--- config.mk ---
export PLATFORM = sky130hd
export DESIGN_NAME = proc_ctrl_sequencer
export DESIGN_NICKNAME = d
export VERILOG_FILES = /design/src/rtl/proc_ctrl_sequencer.sv
export SDC_FILE = /design/constraint.sdc
export NUM_CORES = 1
export LEC_CHECK = 0
export BUFFER_PORTS_ARGS = -buffer_cell sky130_fd_sc_hd__buf_2
export CAP_MARGIN = 20
export CELL_PAD_IN_SITES_DETAIL_PLACEMENT = 2
export CELL_PAD_IN_SITES_GLOBAL_PLACEMENT = 2
export CORE_ASPECT_RATIO = 0.7
export CORE_UTILIZATION = 24
export DETAILED_ROUTE_END_ITERATION = 8
export HOLD_SLACK_MARGIN = 0.02
export PLACE_DENSITY_LB_ADDON = 0.12
export REMOVE_ABC_BUFFERS = 1
export SLEW_MARGIN = 20
export SYNTH_ARGS = -nofsm -noshare
export SYNTH_HDL_FRONTEND = slang
export SYNTH_SLANG_ARGS = --single-unit
--- constraint.sdc ---
create_clock -name Clock -period 2.2 [get_ports Clock]
set_input_delay 0.33 -clock Clock [delete_from_list [all_inputs] [get_ports Clock]]
set_output_delay 0.33 -clock Clock [all_outputs]
set_load 0.05 [all_outputs]
--- src/rtl/proc_ctrl_sequencer.sv ---
// rtl/proc_ctrl_sequencer.sv - T0..T3 control sequencer for the 9-bit bus processor (optional mvnz: PROC_CTRL_MVNZ_EN)
module proc_ctrl_sequencer #(
  parameter int IW   = 9,
  parameter int NREG = 8
) (
  input  logic            Clock,
  input  logic            Resetn,
  input  logic            Run,
  input  logic [IW-1:0]   DIn,
  input  logic            Gnz,
  output logic [NREG-1:0] Rout,
  output logic            Gout,
  output logic            DIn_out,
  output logic            ones_out,
  output logic [NREG-1:0] Rin,
  output logic            Ain,
  output logic            Gin,
  output logic            IRin,
  output logic            AddSub,
  output logic            Done,
  output logic            Busy
);

  typedef enum logic [1:0] {T0 = 2'd0, T1 = 2'd1, T2 = 2'd2, T3 = 2'd3} state_t;

  localparam logic [2:0] OP_MV   = 3'b000;
  localparam logic [2:0] OP_MVI  = 3'b001;
  localparam logic [2:0] OP_ADD  = 3'b010;
  localparam logic [2:0] OP_SUB  = 3'b011;
  localparam logic [2:0] OP_INC  = 3'b100;
  localparam logic [2:0] OP_DEC  = 3'b101;
  localparam logic [2:0] OP_MVNZ = 3'b110;

  localparam logic [NREG-1:0] REG_BIT0 = NREG'(1);

  state_t          state;
  state_t          state_nxt;
  logic [IW-1:0]   ir;
  logic [2:0]      opcode;
  logic [2:0]      fld_x;
  logic [2:0]      fld_y;
  logic [NREG-1:0] x_dec;
  logic [NREG-1:0] y_dec;
  logic            alu_op;
  logic            mvnz_take;

  assign opcode = ir[IW-1:IW-3];
  assign fld_x  = ir[IW-4:IW-6];
  assign fld_y  = ir[IW-7:IW-9];
  assign x_dec  = REG_BIT0 << fld_x;
  assign y_dec  = REG_BIT0 << fld_y;

  // add/sub/inc/dec are the only instructions that need T2 and T3
  assign alu_op = (opcode == OP_ADD) || (opcode == OP_SUB) ||
                  (opcode == OP_INC) || (opcode == OP_DEC);

`ifdef PROC_CTRL_MVNZ_EN
  assign mvnz_take = (opcode == OP_MVNZ) && Gnz;
`else
  logic gnz_unused;
  assign gnz_unused = Gnz;
  assign mvnz_take  = 1'b0;
`endif

  // State register; reset parks the sequencer in T0 without waiting for a clock
  always_ff @(posedge Clock or negedge Resetn) begin
    if (!Resetn) state <= T0;
    else         state <= state_nxt;
  end

  // Instruction latch: captured only on the fetch edge out of T0
  always_ff @(posedge Clock or negedge Resetn) begin
    if (!Resetn)                  ir <= '0;
    else if (state == T0 && Run)  ir <= DIn;
  end

  // Next-state: single-step instructions finish in T1, ALU ops walk to T3
  always_comb begin
    state_nxt = state;
    unique case (state)
      T0: state_nxt = Run ? T1 : T0;
      T1: state_nxt = alu_op ? T2 : T0;
      T2: state_nxt = T3;
      T3: state_nxt = T0;
      default: state_nxt = T0;
    endcase
  end

  // Output decode from state and latched instruction; only one bus source per cycle
  always_comb begin
    Rout     = '0;
    Gout     = 1'b0;
    DIn_out  = 1'b0;
    ones_out = 1'b0;
    Rin      = '0;
    Ain      = 1'b0;
    Gin      = 1'b0;
    IRin     = 1'b0;
    AddSub   = 1'b0;
    Done     = 1'b0;
    unique case (state)
      T0: IRin = Run & Resetn;
      T1: begin
        unique case (opcode)
          OP_MV: begin
            Rout = y_dec;
            Rin  = x_dec;
            Done = 1'b1;
          end
          OP_MVI: begin
            DIn_out = 1'b1;
            Rin     = x_dec;
            Done    = 1'b1;
          end
          OP_ADD, OP_SUB, OP_INC, OP_DEC: begin
            Rout = x_dec;
            Ain  = 1'b1;
          end
          OP_MVNZ: begin
            Done = 1'b1;
            if (mvnz_take) begin
              Rout = y_dec;
              Rin  = x_dec;
            end
          end
          default: Done = 1'b1;
        endcase
      end
      T2: begin
        // inc/dec (opcode[2]=1) use the constant one instead of Ry
        if (opcode[2]) ones_out = 1'b1;
        else           Rout     = y_dec;
        Gin    = 1'b1;
        AddSub = opcode[0];
      end
      T3: begin
        Gout = 1'b1;
        Rin  = x_dec;
        Done = 1'b1;
      end
      default: ;
    endcase
  end

  assign Busy = (state != T0);

endmodule
# Word level (Yosys, flattened, before mapping)
# Index checks and enable logic that the tools add are counted.
# totals
word_cells	42
ff_bits	11
in_bits	13
output_inout_bits	25
# op_classes
shifts	2
eq_ne	8
reduce_logical	9
mux	20
bitwise	1
# op_table
cell	n
one-hot mux 8 bit (2 select lines)	3
2-to-1 mux 8 bit	2
left shift 1 x 3 -> 8 bit, first input constant	2
2-to-1 mux 1 bit	12
one-hot mux 2 bit (4 select lines)	1
== test 3 x 2 -> 1 bit, second input constant	2
== test 3 bit, second input constant	2
== test 2 bit, second input constant	2
OR reduction 4 bit	1
== test 3 x 1 -> 1 bit, second input constant	1
zero test 3 bit	1
logical OR 1 bit	3
== test 2 x 1 -> 1 bit, second input constant	1
zero test 2 bit	1
2-to-1 mux 2 bit	1
one-hot mux 1 bit (2 select lines)	1
nonzero test 2 bit	1
OR reduction 2 bit	1
AND 1 bit	1
logical AND 1 bit	1

# Logic depth before layout (Yosys ltp)
# Gate-level depths: netlist (run 1).
# depth
ltp_word	6
mapped_depth	5
ltp_nobuf	5

# Least setup slack after synthesis (run 1)
# OpenSTA, ideal clock, no wires.
# synth_timing
kind	reg-to-output
startpoint	register with a tool-made name
endpoint	output port Rin[0]
path_buffers	0
required_ps	1870
arrival_ps	2571
slack_ps	-701
path_stages_with_launch	6
cell_sequence	dfrtp_1 > inv_1 > ha_1 > nor3b_1 > nor2_1 > nor4_1
# synth_rtl
item	line	source
end, declared	15	output logic [NREG-1:0] Rin,

==> summary.txt, run 1 <==
Outcome
  • Run status: finished, final reports clean

Timing
  • Final worst-path cycle share: 98.9%
  • Slew HR: 68.9%
  • Slew Limit Fails: 0
  • Hold Slack: 0.321 ns
  • Worst slew pin tran: 0.467 ns
  • Max Freq: 0.460 GHz
  • Unrepaired setup endpoints after global routing: yes
  • Final min period: 2.17 ns
  • Layout Skew: 0.000860 ns
  • Final Hold Fails: 0
  • Final Setup Violations: 0

Floorplan
  • Placeable Area: 2880 um2
  • DIE WIDTH: 68.8 um
  • Initial Util: 26.0%
  • Die Area: 3360 um2
  • Die height: 48.8 um
  • Io pins: 38
  • # rows: 16

GRT
  • Global route total overflow: 0
  • Number of global-route vias before repair: 770
  • Initial antenna violation count: 0
  • Global-route wire length before repair: 3850 um
  • Largest net degree at the start of global routing: 13
  • Gr usage total: 15.4%

Worst setup path
  • Crit end category: primary output
  • Crit path max fanout: 3
  • R2r setup slk: 0.75 ns
  • WP data arrival: 1.84 ns
  • Worst EP required: 1.87 ns
  • CP startpoint kind: register
  • WS Path Type: reg -> out

Finish
  • Non-Filler Instances: 160
  • ANT cells: 0
  • Filler cells: 328
  • Register area: 278 um2
  • Nets: 142
  • Design area: 1240 um2
  • Syn-to-layout area delta: 65.3%
  • Multi-input gate area: 573 um2
  • Layout Utilization: 43.1%
  • Share of cells above drive strength 1: 60.5%

Clock tree
  • H-tree levels: 1
  • Cts bufs inserted: 3
  • Clock Sinks: 11
  • CTS max path bufs: 2
  • Clock-pin slew on the worst setup and hold paths: 0.05 ns
  • TritonCTS clock tree: built
  • Worst skew pair latency: 0.24 ns
  • Root Driver: clkbuf_8

Yosys
  • Synth Register Bits: 11
  • Synth warn: 0
  • Syn avg cell area: 9.62 um2
  • Sequential area share after synthesis: 36.7%
  • Synth cell count leaders: 11 x dfrtp_1, 9 x mux2_2, 7 x inv_1
  • Post-synth EDFFs: 0
  • Cell taking the most area after synthesis: dfrtp_1
  • Mapped Area: 751 um2
  • Synth Flop Type: dfrtp_1
  • Mapped Cells: 78
  • Async S/R FF share, synth: 100%
  • Synth area leaders: dfrtp_1 37%, mux2_2 14%, o32ai_1 7.0%
  • Top cell type's share of synthesized area: 36.7%
  • Most numerous cell in the Yosys netlist: dfrtp_1
  • Post-synth cell types: 23

Routing
  • Antenna Violating Nets Remaining: 0
  • Avg WL per Cell: 15.3 um
  • DRC: 0
  • Vias per cell: 4.79
  • Drt first pass iters: 4
  • Drt total wl: 2440 um
  • Vias: 766
  • Initial DRC count: 19

Run
  • Total of max-cap violations: 0

Power and ir drop
  • VDD IR max: 0.000617 V
  • Leakage: 0.553 nW
  • Pwr per Cell Area: 1460 nW/um2

Placed design
  • DP Area: 987 um2
  • IO Port Bufs: 36
  • Gpl congestion: 0.691
  • Post-detail-place hpwl: 1850 um
  • Inst Count DP: 151

Worst hold path
  • Tightest Hold Check Type: in -> reg
[where the power goes]
part | leakage [nW] | internal [mW] | switching, mW | total (mW)
combinational | 0.401 | 0.443 | 0.664 | 1.11
clock | 0.0228 | 0.127 | 0.0759 | 0.203
sequential | 0.129 | 0.304 | 0.202 | 0.506
total | 0.553 | 0.875 | 0.942 | 1.82
[final cells by class]
type | instances | area share [%]
Inverter | 7 | 2.12
Multi-Input combinational cell | 59 | 46.2
Clock buffer | 4 | 3.63
Timing Repair Buffer | 43 | 22.1
Sequential cell | 11 | 22.4
Tap cell | 36 | 3.63
[flip-flops by register name, summed over array words and instances (netlist names), named ones only]
signal	cells
state	1
ir	9
[routing by layer]
metal	vias up	GRT usage, %	share of wire (%)
met2	24	21.4	43
li1	379	-	-
met5	-	0	0
met1	359	24.2	51
met3	4	2.80	4.6
met4	0	4.08	1.0
[kinds of logic (layout without fill, tap and decap cells)]
logic type,count (synthesis),after routing,share of synthesized area [%]
AO/OA/AOI/OAI,15,15,14.0
XOR/XNOR,1,1,2.17
adder cells (fa/ha/maj),4,4,6.67
buffers and inverters,8,54,4.00
flip-flops,11,11,36.7
multiplexers,9,9,13.5
AND/OR/NAND/NOR,30,30,23.0
[through the flow]
step / TNS, ns / setup WS, ns / power, mW
floorplan: -4.15 / -0.701 / 1.08
global placement: 0 / 0.0847 / 1.31
detailed placement: 0 / 0.0369 / 1.35
CTS: -0.0758 / -0.0758 / 1.65
global route: -0.0870 / -0.0552 / 1.95
finish: 0 / 0.0253 / 1.82
[worst max-delay path: stages, from the launching register on]
cell and delay, ns:
dfrtp_1 0.38, inv_2 0.08, ha_4 0.27, buf_6 0.11, nor3b_4 0.22, nand2b_1 0.13
o22ai_1 0.18, buf_4 0.23
[worst paths after layout]
kind                       startpoint  endpoint  cells past startpoint
max                          register   Rout[2]                      7
min                            DIn[6]     ir[6]                      2
max reg2reg                  register     ir[8]                      4
min reg2reg                     ir[1]     ir[1]                      1
max in group asynchronous      Resetn     ir[7]                      2
min in group asynchronous      Resetn     ir[6]                      2
[placed cells by master (no fill, tap or decap)]
cell           netlist  routed
nand2b_1             2       2
nor2_1               5       5
ha_1                 4       2
dfrtp_1             11       9
o21bai_1             2       1
o22ai_1              2       2
buf_4                0      13
nand4b_1             1       1
nand2_2              0       1
nand3_4              0       1
dfrtp_2              0       2
nor4_1               1       1
mux2_2               9       9
nand3_1              1       1
ha_4                 0       2
inv_2                0       1
inv_1                7       6
buf_6                0       3
dlygate4sd3_1        0       1
clkbuf_1             1       1
nor3_1               4       4
nor3b_4              0       3
o32ai_4              0       1
o21ai_0              5       4
nand2_1              6       5
o21bai_2             0       1
and2_2               2       2
buf_2                0      25
xor2_2               1       1
o32ai_2              0       4
or4bb_4              0       1
o32ai_1              6       1
clkbuf_8             0       3
clkbuf_4             0       1
o21ai_2              0       1
and2_1               2       2
and3_1               1       1
[repair_timing]
action | in CTS | in global routing
endpoints found under the hold margin | 11 | 0
gates resized for setup | 18 | 20
pin swaps | 0 | 2
hold buffers | 1 | 0
gates cloned | 0 | 0
setup buffers | 3 | 1
endpoints found under the setup margin | 16 | 16
(Power assumes the default switching activity.)
==> run 2: changes to the inputs <==
--- a/config.mk
+++ b/config.mk
@@ -7,10 +7,7 @@
 export LEC_CHECK = 0
 export BUFFER_PORTS_ARGS = -buffer_cell sky130_fd_sc_hd__buf_2
 export CAP_MARGIN = 20
-export CELL_PAD_IN_SITES_DETAIL_PLACEMENT = 2
-export CELL_PAD_IN_SITES_GLOBAL_PLACEMENT = 2
-export CORE_ASPECT_RATIO = 0.7
-export CORE_UTILIZATION = 24
+export CORE_UTILIZATION = 44
 export DETAILED_ROUTE_END_ITERATION = 8
 export HOLD_SLACK_MARGIN = 0.02
 export PLACE_DENSITY_LB_ADDON = 0.12
==> constraint.sdc (replaced) <==
create_clock -name Clock -period 2.45 [get_ports Clock]
set_input_delay 0.3675 -clock Clock [delete_from_list [all_inputs] [get_ports Clock]]
set_output_delay 0.3675 -clock Clock [all_outputs]
set_load 0.05 [all_outputs]
==> summary.txt, run 2 (synthesized netlist as in run 1, its figures left out) <==
Timing
  • Worst slew pin tran: 0.399 ns
  • Slew Limit Fails: 0
  • Final worst-path cycle share: 98.0%
  • Hold Slack: 0.326 ns
  • Slew HR: 73.3%
  • Unrepaired setup endpoints after global routing: yes
  • Layout Skew: 0.00786 ns
  • Final min period: 2.40 ns
  • Final Hold Fails: 0
  • Max Freq: 0.416 GHz
  • Final Setup Violations: 0

Routing
  • Drt first pass iters: 4
  • Avg WL per Cell: 13.9 um
  • Vias: 773
  • DRC: 0
  • Drt total wl: 1910 um
  • Initial DRC count: 15
  • Vias per cell: 5.64
  • Antenna Violating Nets Remaining: 0

Worst setup path
  • Crit path max fanout: 4
  • WS Path Type: reg -> out
  • CP startpoint kind: register
  • Crit end category: primary output
  • WP data arrival: 2.03 ns
  • Reg-to-Reg End: ir[3]
  • Worst reg-to-reg path cell count: 4
  • R2r setup slk: 0.97 ns
  • Worst EP required: 2.08 ns

Outcome
  • Run status: finished, final reports clean

Worst hold path
  • Hold Path End: ir[8]
  • Hold Crit Start: DIn[8]
  • Tightest Hold Check Type: in -> reg
  • Worst Hold Depth: 2

Placed design
  • IO Port Bufs: 36
  • Gpl congestion: 0.726
  • Post-detail-place hpwl: 1370 um

Clock tree
  • H-tree levels: 1
  • Root Driver: clkbuf_4
  • CTS max path bufs: 2
  • Worst skew pair latency: 0.27 ns
  • Clock-pin slew on the worst setup and hold paths: 0.08 ns
  • Cts bufs inserted: 3
  • Clock Sinks: 11
  • TritonCTS clock tree: built

Floorplan
  • Io pins: 38
  • DIE WIDTH: 43.3 um
  • Placeable Area: 1540 um2
  • Die Area: 1880 um2
  • # rows: 14
  • Die height: 43.3 um
  • Initial Util: 48.7%

Power and ir drop
  • Final Power: 1.36 mW
  • Leakage: 0.521 nW
  • Pwr per Cell Area: 1280 nW/um2
  • VDD IR max: 0.000770 V

Finish
  • Syn-to-layout area delta: 42.2%
  • Most frequent cells in the layout: 31 x buf_2, 11 x dfrtp_1, 9 x mux2_2
  • ANT cells: 0
  • Top reg by flops: ir
  • Share of cells above drive strength 1: 51.2%
  • Biggest regs: ir (9), state (1)
  • Most common cell after layout, fill and taps aside: buf_2
  • Filler cells: 135
  • Max reg flops: 9
  • Nets: 139

GRT
  • Initial antenna violation count: 0
  • Global-route wire length before repair: 2970 um
  • Number of global-route vias before repair: 667
  • Gr usage total: 21.0%
  • Largest net degree at the start of global routing: 13
  • Global route total overflow: 0

Run
  • Total of max-cap violations: 0
run 2: cell types whose count changed in the layout (fill, tap and decap cells not counted), moves of 2 or more:
cell / before / now
clkbuf_4: 1 / 6
dfrtp_1: 9 / 11
buf_2: 25 / 31
clkbuf_8: 3 / 0
o32ai_2: 4 / 2
buf_4: 13 / 4
dfrtp_2: 2 / 0
nor3b_4: 3 / 1
o32ai_1: 1 / 4
buf_6: 3 / 1
run 2: power breakdown:
part / internal (mW) / leakage, nW / switching [mW] / total, mW
clock network: 0.0604 / 0.0177 / 0.0656 / 0.126
registers: 0.269 / 0.131 / 0.140 / 0.409
logic: 0.301 / 0.373 / 0.527 / 0.829
run 2: layer usage:
| metal | part of all wire [%] | track usage, % | routed length, um |
|---|---|---|---|
| met1 | 41 | 27.3 | 790 |
| met5 | 0 | 0 | 0 |
| met3 | 5.2 | 3.83 | 99 |
| met2 | 53 | 35.8 | 1010 |
| met4 | 0.52 | 5.45 | 10 |
run 2: final cells by class:
type	count	area, um2	area share [%]
Inverter	7	26.3	2.46
Tap cell	16	20.0	1.88
Multi-Input combinational cell	59	489	45.8
Timing Repair Buffer	40	229	21.5
Sequential cell	11	275	25.8
Clock buffer	3	22.5	2.11
Clock inverter	1	5.00	0.469
run 2: worst max path at each step:
stage | slack, ns | end | startpoint | cells past startpoint
3_5_place_dp | 0.19 | Rout[3] | state[0] | 5
3_3_place_gp | 0.26 | Rout[1] | state[0] | 5
4_1_cts | -0.007 | Rout[1] | state[0] | 5
6_report | 0.05 | Rout[1] | register | 5
2_1_floorplan | -0.49 | Rin[0] | register | 5
5_1_grt | -0.01 | Rout[5] | register | 6
run 2: critical path: stages, from the launching register on:
cell and delay (ns):
dfrtp_1 0.39, inv_1 0.10, ha_4 0.29, or4bb_2 0.57, o32ai_2 0.16, buf_4 0.24
run 2: through the flow:
stage / instance area, um2 / cells / util [%] / setup slack, ns / setup TNS (ns)
6_report: 1070 / 137 / 69.2 / 0.0485 / 0
5_1_grt: 1070 / 137 / 69.2 / -0.0111 / -0.0466
4_1_cts: 1010 / 135 / 65.7 / -0.00670 / -0.00670
3_5_place_dp: 947 / 129 / 61.4 / 0.193 / 0
3_3_place_gp: 947 / 129 / 61.4 / 0.262 / 0
2_1_floorplan: 747 / 77 / - / -0.488 / -1.44
run 2: repair_timing:
item / 4_1_cts / 5_1_grt
endpoints found under the hold margin: 11 / 0
gates resized for setup: 5 / 8
pin swaps: 0 / 0
endpoints found under the setup margin: 5 / 9
buffers inserted: 1 / 2
hold buffers: 1 / 0
==> run 3: changes to the inputs <==
--- a/config.mk
+++ b/config.mk
@@ -7,7 +7,8 @@
 export LEC_CHECK = 0
 export BUFFER_PORTS_ARGS = -buffer_cell sky130_fd_sc_hd__buf_2
 export CAP_MARGIN = 20
-export CORE_UTILIZATION = 44
+export CORE_UTILIZATION = 46
+export CTS_BUF_LIST = sky130_fd_sc_hd__clkbuf_4
 export DETAILED_ROUTE_END_ITERATION = 8
 export HOLD_SLACK_MARGIN = 0.02
 export PLACE_DENSITY_LB_ADDON = 0.12
==> summary.txt, run 3 (synthesized netlist as in run 1, its figures left out) <==
Outcome
  • Run status: finished, final reports clean

Clock tree
  • Worst skew pair latency: 0.26 ns
  • H-tree levels: 1
  • Clock Sinks: 11
  • TritonCTS clock tree: built
  • Cts bufs inserted: 3
  • Root Driver: clkbuf_4
  • CTS max path bufs: 2
  • Clock-pin slew on the worst setup and hold paths: 0.07 ns

Timing
  • Slew HR: 71.3%
  • Worst slew pin tran: 0.425 ns
  • Max Freq: 0.425 GHz
  • Final worst-path cycle share: 96.1%
  • Unrepaired setup endpoints after global routing: no
  • Final min period: 2.35 ns
  • Final Hold Fails: 0
  • Layout Skew: 0.00396 ns
  • Slew Limit Fails: 0
  • Final Setup Violations: 0

Worst setup path
  • Worst EP required: 2.08 ns
  • Crit path max fanout: 5
  • CP Buf/Inv Count: 2
  • Delay-heaviest family, CP: simple AND/OR/NAND/NOR gates
  • WS Path Type: reg -> out
  • CP startpoint kind: register
  • Crit end category: primary output
  • Crit path largest cell delay: 0.54 ns
  • Critical-path cell list: inv_2, ha_4, or4bb_2, o32ai_1, buf_4
  • CP max stage cell: or4bb_2
  • Crit path from: state[0]
  • WP data arrival: 1.99 ns
  • RR Startpoint: state[0]

Floorplan
  • Initial Util: 49.3%
  • Die height: 42.4 um
  • Placeable Area: 1520 um2
  • # rows: 14
  • DIE WIDTH: 42.4 um
  • Die Area: 1800 um2
  • Io pins: 38

Routing
  • DRC: 0
  • Antenna Violating Nets Remaining: 0
  • Initial DRC count: 10
  • Drt first pass iters: 4
  • Drt total wl: 1730 um
  • Vias per cell: 5.22
  • Avg WL per Cell: 12.8 um
  • Vias: 705

Power and ir drop
  • VDD IR max: 0.000878 V
  • Leakage: 0.510 nW
  • Final Power: 1.34 mW
  • Pwr per Cell Area: 1300 nW/um2

GRT
  • Global-route wire length before repair: 2990 um
  • Initial antenna violation count: 0
  • Gr usage total: 21.1%
  • Global route total overflow: 0
  • Number of global-route vias before repair: 661
  • Largest net degree at the start of global routing: 13

Placed design
  • Gpl congestion: 0.784
  • IO Port Bufs: 36
  • Inst Count DP: 129
  • Post-detail-place hpwl: 1290 um

Finish
  • Layout Utilization: 67.8%
  • Filler cells: 141
  • Share of cells above drive strength 1: 49.6%
  • Biggest regs: ir (9), state (1)
  • Max reg flops: 9
  • Non-Filler Instances: 135
  • Most frequent cells in the layout: 32 x buf_2, 11 x dfrtp_1, 9 x mux2_2
  • Syn-to-layout area delta: 37.7%
  • Most common cell after layout, fill and taps aside: buf_2
  • Nets: 137
  • Top reg by flops: ir
  • ANT cells: 0

Worst hold path
  • Tightest Hold Check Type: in -> reg
  • Hold Crit Start: DIn[6]

Run
  • Total of max-cap violations: 0
## run 3: final cells by class
type                            instances  area [um2]  share of cell area (%)
Inverter                                7        26.3                    2.54
Clock buffer                            4        30.0                    2.91
Multi-Input combinational cell         59         474                    45.9
Timing Repair Buffer                   38         208                    20.1
Tap cell                               16        20.0                    1.94
Sequential cell                        11         275                    26.6
## run 3: worst register-to-register path, cell delays in order (launching register included)
cell	delay (ns)
dfrtp_1	0.43
inv_2	0.08
ha_4	0.17
nand2_1	0.30
mux2_2	0.39
## run 3: where the power goes
part | total, mW | internal [mW] | switching [mW]
Combinational | 0.788 | 0.286 | 0.502
Sequential | 0.421 | 0.269 | 0.153
Clock | 0.129 | 0.0739 | 0.0554
Total | 1.34 | 0.628 | 0.710
## run 3: per-stage QoR
step / setup TNS, ns / hold slack [ns] / setup WS [ns] / instance area (um2)
detailed placement: 0 / 0.245 / 0.273 / 947
global route: 0 / 0.332 / 0.00300 / 1030
global placement: 0 / 0.245 / 0.293 / 947
CTS: 0 / 0.329 / 0.0353 / 992
finish: 0 / 0.337 / 0.0965 / 1030
floorplan: -1.44 / 0.0719 / -0.488 / 747
## run 3: worst paths after layout
check | to | slack, ns | cells after the start
min in group asynchronous | ir[7] | 0.51 | 2
max reg2reg | ir[2] | 0.96 | 4
max | Rout[1] | 0.1 | 5
min reg2reg | ir[1] | 0.53 | 1
min | ir[6] | 0.34 | 2
max in group asynchronous | ir[5] | 1.74 | 2
## run 3: per-layer routing
layer	vias up	track usage (%)	part of all wire (%)
li1	365	-	-
met3	0	3.45	4.6
met2	22	36.6	47
met1	318	27.7	49
met4	0	3.75	0
met5	-	0	0
## run 3: repair_timing
item	CTS	global route
setup buffers	0	1
resized for setup	2	8
hold buffers	1	0
cloned	0	0
setup endpoints to repair	2	14
hold endpoints to repair	11	0
